==> config.mk <==
export PLATFORM = sky130hd
export DESIGN_NAME = id_ex_stage
export DESIGN_NICKNAME = d
export VERILOG_FILES = /design/src/rtl/core_pkg.sv /design/src/rtl/hazard_forward_unit.sv /design/src/rtl/id_ex_stage.sv
export SDC_FILE = /design/constraint.sdc
export NUM_CORES = 1
export LEC_CHECK = 0
export CORE_AREA = 2 2 185 187
export CTS_CLUSTER_DIAMETER = 120
export DETAILED_ROUTE_END_ITERATION = 10
export DIE_AREA = 0 0 187 189
export GPL_ROUTABILITY_DRIVEN = 0
export SYNTH_ARGS = -nofsm -noshare
export SYNTH_HDL_FRONTEND = slang
export SYNTH_HIERARCHICAL = 1
export SYNTH_SLANG_ARGS = --single-unit
==> constraint.sdc <==
create_clock -name clk -period 7 [get_ports clk]
set_clock_uncertainty 0.1 [all_clocks]
set_input_delay 1.4 -clock clk [delete_from_list [all_inputs] [get_ports clk]]
set_output_delay 1.4 -clock clk [all_outputs]
set_load 0.005 [all_outputs]
==> src/rtl/core_pkg.sv <==
// Shared definitions for the RISC core pipeline.
//   - Data and register-index widths.
//   - ALU operation, result-select and forward-select codes.
//   - The ID/EX register layout.
//   - A helper that resolves which pipeline stage, if any, forwards a source register.
package core_pkg;

  localparam int unsigned DataWidth   = 32;
  localparam int unsigned RegIdxWidth = 5;

  localparam logic [2:0] ALU_ADD = 3'b000;
  localparam logic [2:0] ALU_SUB = 3'b001;
  localparam logic [2:0] ALU_AND = 3'b010;
  localparam logic [2:0] ALU_OR  = 3'b011;

  localparam logic [1:0] RES_ALU = 2'b00;
  localparam logic [1:0] RES_MEM = 2'b01;
  localparam logic [1:0] RES_PC4 = 2'b10;

  localparam logic [1:0] FWD_REG = 2'b00;
  localparam logic [1:0] FWD_W   = 2'b01;
  localparam logic [1:0] FWD_M   = 2'b10;

  typedef struct packed {
    logic                   reg_write;
    logic                   mem_write;
    logic                   jump;
    logic                   branch;
    logic                   alu_src;
    logic [1:0]             result_src;
    logic [2:0]             alu_control;
    logic [DataWidth-1:0]   rd1;
    logic [DataWidth-1:0]   rd2;
    logic [DataWidth-1:0]   imm_ext;
    logic [DataWidth-1:0]   pc;
    logic [DataWidth-1:0]   pc_plus4;
    logic [RegIdxWidth-1:0] rs1;
    logic [RegIdxWidth-1:0] rs2;
    logic [RegIdxWidth-1:0] rd;
  } id_ex_t;

  // The M stage holds the younger result, so it is checked first.
  // Register x0 is hardwired to zero and never forwards.
  function automatic logic [1:0] fwd_select(
    input logic [RegIdxWidth-1:0] rs,
    input logic [RegIdxWidth-1:0] rd_m,
    input logic                   reg_write_m,
    input logic [RegIdxWidth-1:0] rd_w,
    input logic                   reg_write_w
  );
    if (reg_write_m && (rd_m != '0) && (rd_m == rs)) begin
      return FWD_M;
    end else if (reg_write_w && (rd_w != '0) && (rd_w == rs)) begin
      return FWD_W;
    end
    return FWD_REG;
  endfunction

endpackage

==> src/rtl/hazard_forward_unit.sv <==
// Combinational hazard detection and forward selection for the execute stage.
// Ports:
//   rs1_e_i, rs2_e_i      source registers of the instruction in EX
//   rd_e_i, result_src_e_i  destination register and result select of the instruction in EX
//   rs1_d_i, rs2_d_i      source registers of the instruction in decode
//   rd_m_i, reg_write_m_i  destination register and write enable in the M stage
//   rd_w_i, reg_write_w_i  destination register and write enable in the W stage
//   forward_a_o, forward_b_o  operand forward selects (FWD_REG / FWD_W / FWD_M)
//   lw_stall_o            load-use hazard: decode needs a value still being loaded
module hazard_forward_unit
  import core_pkg::*;
(
  input  logic [RegIdxWidth-1:0] rs1_e_i,
  input  logic [RegIdxWidth-1:0] rs2_e_i,
  input  logic [RegIdxWidth-1:0] rd_e_i,
  input  logic [1:0]             result_src_e_i,
  input  logic [RegIdxWidth-1:0] rs1_d_i,
  input  logic [RegIdxWidth-1:0] rs2_d_i,
  input  logic [RegIdxWidth-1:0] rd_m_i,
  input  logic                   reg_write_m_i,
  input  logic [RegIdxWidth-1:0] rd_w_i,
  input  logic                   reg_write_w_i,
  output logic [1:0]             forward_a_o,
  output logic [1:0]             forward_b_o,
  output logic                   lw_stall_o
);

  always_comb begin
    forward_a_o = fwd_select(rs1_e_i, rd_m_i, reg_write_m_i, rd_w_i, reg_write_w_i);
    forward_b_o = fwd_select(rs2_e_i, rd_m_i, reg_write_m_i, rd_w_i, reg_write_w_i);
    lw_stall_o  = (result_src_e_i == RES_MEM) && (rd_e_i != '0) &&
                  ((rs1_d_i == rd_e_i) || (rs2_d_i == rd_e_i));
  end

endmodule

==> src/rtl/id_ex_stage.sv <==
// ID/EX pipeline stage.
//   - Holds the decode-to-execute register.
//   - Inserts a bubble on a flush or on a load-use hazard.
//   - Forwards M/W results into the ALU operands.
// Ports:
//   Inputs:
//     clk, reset                     clock; asynchronous active-high clear
//     *D                             decode-stage data, indices and control
//     ALUResultM, ResultW            forwarding sources
//     RdM, RdW, RegWriteM, RegWriteW  forwarding qualifiers
//     FlushE                         squash the instruction entering EX
//   Outputs:
//     SrcAE, SrcBE, WriteDataE       forwarded operands
//     *E                             registered control and data
//     StallF, StallD                 load-use stall requests
module id_ex_stage
  import core_pkg::*;
(
  input  logic                   clk,
  input  logic                   reset,
  input  logic [DataWidth-1:0]   RD1D,
  input  logic [DataWidth-1:0]   RD2D,
  input  logic [DataWidth-1:0]   ImmExtD,
  input  logic [DataWidth-1:0]   PCD,
  input  logic [DataWidth-1:0]   PCPlus4D,
  input  logic [RegIdxWidth-1:0] Rs1D,
  input  logic [RegIdxWidth-1:0] Rs2D,
  input  logic [RegIdxWidth-1:0] RdD,
  input  logic                   RegWriteD,
  input  logic                   MemWriteD,
  input  logic                   JumpD,
  input  logic                   BranchD,
  input  logic                   ALUSrcD,
  input  logic [1:0]             ResultSrcD,
  input  logic [2:0]             ALUControlD,
  input  logic [DataWidth-1:0]   ALUResultM,
  input  logic [DataWidth-1:0]   ResultW,
  input  logic [RegIdxWidth-1:0] RdM,
  input  logic [RegIdxWidth-1:0] RdW,
  input  logic                   RegWriteM,
  input  logic                   RegWriteW,
  input  logic                   FlushE,
  output logic [DataWidth-1:0]   SrcAE,
  output logic [DataWidth-1:0]   SrcBE,
  output logic [DataWidth-1:0]   WriteDataE,
  output logic [2:0]             ALUControlE,
  output logic                   RegWriteE,
  output logic                   MemWriteE,
  output logic                   JumpE,
  output logic                   BranchE,
  output logic [1:0]             ResultSrcE,
  output logic [DataWidth-1:0]   PCE,
  output logic [DataWidth-1:0]   PCPlus4E,
  output logic [DataWidth-1:0]   ImmExtE,
  output logic [RegIdxWidth-1:0] RdE,
  output logic                   StallF,
  output logic                   StallD
);

  id_ex_t     id_ex_d, id_ex_q;
  logic [1:0] forward_a, forward_b;
  logic       lw_stall;

  hazard_forward_unit u_hazard_forward_unit (
    .rs1_e_i        (id_ex_q.rs1),
    .rs2_e_i        (id_ex_q.rs2),
    .rd_e_i         (id_ex_q.rd),
    .result_src_e_i (id_ex_q.result_src),
    .rs1_d_i        (Rs1D),
    .rs2_d_i        (Rs2D),
    .rd_m_i         (RdM),
    .reg_write_m_i  (RegWriteM),
    .rd_w_i         (RdW),
    .reg_write_w_i  (RegWriteW),
    .forward_a_o    (forward_a),
    .forward_b_o    (forward_b),
    .lw_stall_o     (lw_stall)
  );

  // An all-zero entry is a harmless add into x0, so a bubble is just '0.
  always_comb begin
    id_ex_d = '0;
    if (!(FlushE || lw_stall)) begin
      id_ex_d.reg_write   = RegWriteD;
      id_ex_d.mem_write   = MemWriteD;
      id_ex_d.jump        = JumpD;
      id_ex_d.branch      = BranchD;
      id_ex_d.alu_src     = ALUSrcD;
      id_ex_d.result_src  = ResultSrcD;
      id_ex_d.alu_control = ALUControlD;
      id_ex_d.rd1         = RD1D;
      id_ex_d.rd2         = RD2D;
      id_ex_d.imm_ext     = ImmExtD;
      id_ex_d.pc          = PCD;
      id_ex_d.pc_plus4    = PCPlus4D;
      id_ex_d.rs1         = Rs1D;
      id_ex_d.rs2         = Rs2D;
      id_ex_d.rd          = RdD;
    end
  end

  always_ff @(posedge clk or posedge reset) begin
    if (reset) begin
      id_ex_q <= '0;
    end else begin
      id_ex_q <= id_ex_d;
    end
  end

  // Select code 11 is never produced; it falls back to the register value.
  always_comb begin
    SrcAE = id_ex_q.rd1;
    case (forward_a)
      FWD_W:   SrcAE = ResultW;
      FWD_M:   SrcAE = ALUResultM;
      default: SrcAE = id_ex_q.rd1;
    endcase

    WriteDataE = id_ex_q.rd2;
    case (forward_b)
      FWD_W:   WriteDataE = ResultW;
      FWD_M:   WriteDataE = ALUResultM;
      default: WriteDataE = id_ex_q.rd2;
    endcase

    SrcBE = id_ex_q.alu_src ? id_ex_q.imm_ext : WriteDataE;
  end

  assign ALUControlE = id_ex_q.alu_control;
  assign RegWriteE   = id_ex_q.reg_write;
  assign MemWriteE   = id_ex_q.mem_write;
  assign JumpE       = id_ex_q.jump;
  assign BranchE     = id_ex_q.branch;
  assign ResultSrcE  = id_ex_q.result_src;
  assign PCE         = id_ex_q.pc;
  assign PCPlus4E    = id_ex_q.pc_plus4;
  assign ImmExtE     = id_ex_q.imm_ext;
  assign RdE         = id_ex_q.rd;
  assign StallF      = lw_stall;
  assign StallD      = lw_stall;

endmodule

==> out/results.tsv <==
metric	value	unit
yosys_warnings	6	
h-tree-depth	4	
crit_end	SrcAE[19]	
synth.avg_cell_area	10.87	µm²
rrSetupSlack	4.47	ns
ys_top_cells_by_count	185 x and2_1, 185 x dfrtp_1, 111 x buf_4	
p_leak	5.855	nW
synthAdderAreaFrac	0.5440	%
drc	0	
die_area	35340	µm²
setup_viol	0	
tns	0	ns
via_count	7258	
final_cell_area	14050	µm²
wl_per_cell	19.26	µm
worst-path-max-fanout	18	
rsz0062_at_grt	no	
pwr-share-seq	44.3	%
antenna_found_initial	4	
areaGrowthSynthToFinish	52.77	%
reg2reg_to	id_ex_q[161]	
synth_top_area_cell	dfrtp_1	
synth_top_area_share	50.32	%
synth.area.mux_share	0	%
status	complete, no violations	
syn_nets	1114	
cts_tree	built	
period_share	91.70	%
maxSlewHeadroom	38.06	%
final_antenna_net_count	0	
tightest_slew	0.9291	ns
switchingPower	653.9	µW
r2r_start	RdE[1]	
grt-ovfl-total	0	
ctsResizeCount	0	
synth_simple_gate_area_share	19.95	%
synth_cell_type_count	28	
seqCellArea	4633	µm²
ys_seq_elements	185	
synthesis.area	9200	µm²
die_h	189	µm
ir_drop	150.5	µV
powerDensity	186.4	nW/µm²
critPathCaptureType	output port	
synth_compound_area_share	13.99	%
hold_viol_final	0	
maxSlewViolCount	0	
fp-row-count	67	
clk_pin_slew	0.07	ns
async_flop_share	100.0	%
coreArea	33280	µm²
crit_type	in2out	
portBuffers	471	
synth_top_family_by_area	simple AND/OR/NAND/NOR gates	
start_util	27.64	%
drt_iter0_markers	317	
max_cap_viol_count	0	
synth-edff-count	0	
critical_path.startpoint	RdM[1]	
fmax	155.8	MHz
synthXorXnorAreaFrac	2.856	%
p_int	1.967	mW
die_w	187	µm
rr_worst_depth	6	
fillCellCount	3211	
synthFlopType	dfrtp_1	
syn_inst	846	
io_pins	472	
nNetsFinal	1452	
dr.pass1.iters	5	
cts_root_buf	clkbuf_16	
grt_pass1_wl	47560	µm
post_cts_buffers	0	
grt_max_degree	117	
multi_input_area	3461	µm²
clk_latency	0.44	ns
vias_per_cell	4.409	
synthTopCellsByArea	dfrtp_1 50%, and2_1 13%, buf_4 9.1%, a221oi_2 4.9%, o31ai_2 4.2%	
placed_area	13490	µm²
min_period	6.419	ns
cts.sinks	185	
cts_hold_buf	0	
yosysSeqAreaShare	50.32	%
cts_max_path_buffers	2	
start_kind	primary input	
cp.required	5.50	ns
grt_use_total	17.99	%
drive_gt1_share	9.023	%
place_hpwl	23850	µm
total_power	2.620	mW
first_global_vias	7734	
drt_wl_total	31700	µm
arrival	4.92	ns
swShare	24.95	%
p_clk_share	35.7	%
cts_buffers	17	
p_comb_share	20.1	%
min_path_type	reg2reg	
[stage by stage]
| step | cells | utilization (%) | hold slack, ns | setup slack (ns) |
|---|---|---|---|---|
| after detailed placement | 1613 | 40.54 | 1.460 | 0.5152 |
| final | 1646 | 42.23 | 1.398 | 0.5813 |
| after global routing | 1646 | 42.23 | 1.378 | 0.3280 |
| after CTS | 1645 | 42.22 | 1.366 | 0.5201 |
| after floorplan | 846 | - | 0.8606 | 0.4713 |
| after global placement | 1613 | 40.54 | 1.433 | 0.5698 |
[critical path: stages]
cell and delay (ns):
clkdlybuf4s50_1 0.48, or4_1 0.57, o21ai_2 0.14, nor4_1 0.13, nor4_2 0.40, ha_2 0.56
buf_4 0.34, a22oi_1 0.10, o21ai_0 0.25, clkdlybuf4s50_1 0.55
[kinds of logic after synthesis]
group | count (synthesis)
AO/OA/AOI/OAI | 132
AND/OR/NAND/NOR | 330
flip-flops | 185
XOR/XNOR | 30
buffers and inverters | 165
adder cells (fa/ha/maj) | 4
[power by group through the flow]
stage / clock network (mW) / registers (mW) / logic (mW)
final: 0.935 / 1.16 / 0.525
after global routing: 1.03 / 1.17 / 0.568
after CTS: 0.980 / 1.16 / 0.535
after detailed placement: 0 / 1.18 / 0.533
after global placement: 0 / 1.18 / 0.532
after floorplan: 0 / 1.16 / 0.218
[registers in the layout, indices dropped and copies added (netlist names)]
signal and cells:
id_ex_q 75, ImmExtE 32, PCE 32, PCPlus4E 32
RdE 5, ALUControlE 3, ResultSrcE 2, BranchE 1
JumpE 1, MemWriteE 1, RegWriteE 1
[cell type report]
cell class	instances	share of cell area (%)
Sequential cell	185	32.97
Antenna cell	1	0.01780
Tap cell	448	3.988
Clock inverter	10	0.6766
Inverter	5	0.1869
Multi-Input combinational cell	496	24.62
Clock buffer	22	3.303
Timing Repair Buffer	479	34.24
[per-layer routing]
metal,vias to the layer above,global-route usage [%],share of wire (%)
met5,-,0,0.12
met4,6,6.716,2.3
met3,42,6.673,9.0
met2,376,31.28,50
met1,3466,20.11,39
li1,3368,-,-
[worst min path at each step]
stage                   from  depth (start not counted)            to  slack [ns]
3_3_place_gp   ResultSrcE[1]                          6  PCPlus4E[16]        1.43
6_report       ResultSrcE[1]                          6  PCPlus4E[16]        1.40
5_1_grt              RD2D[0]                          2  id_ex_q[111]        1.38
2_1_floorplan  ResultSrcE[1]                          6        RdE[0]        0.86
3_5_place_dp   ResultSrcE[1]                          6   PCPlus4E[3]        1.46
4_1_cts         PCPlus4D[20]                          2  PCPlus4E[20]        1.37
[placed cells by master (no fill, tap or decap), types with 2 or more instances in the layout]
cell	synthesis	routed
or4_1	5	5
a221oi_2	30	30
inv_1	5	4
clkbuf_8	0	2
clkbuf_1	10	3
clkinvlp_4	0	2
a22oi_1	32	32
clkinv_2	0	3
nor2b_1	33	33
buf_4	111	5
nor4_1	2	2
xnor2_1	10	10
o21ai_0	33	33
clkbuf_16	0	17
dfrtp_1	185	184
xor2_1	20	20
nor2_1	32	32
buf_12	0	3
clkdlybuf4s50_1	0	471
clkinv_4	0	3
nand3_1	4	4
a221oi_1	2	2
nor3_1	2	2
nand2_1	64	64
o31ai_2	31	31
and2_1	185	185
ha_2	0	3
nor4_2	2	2
Note: power is estimated with default switching activity, not from simulation.
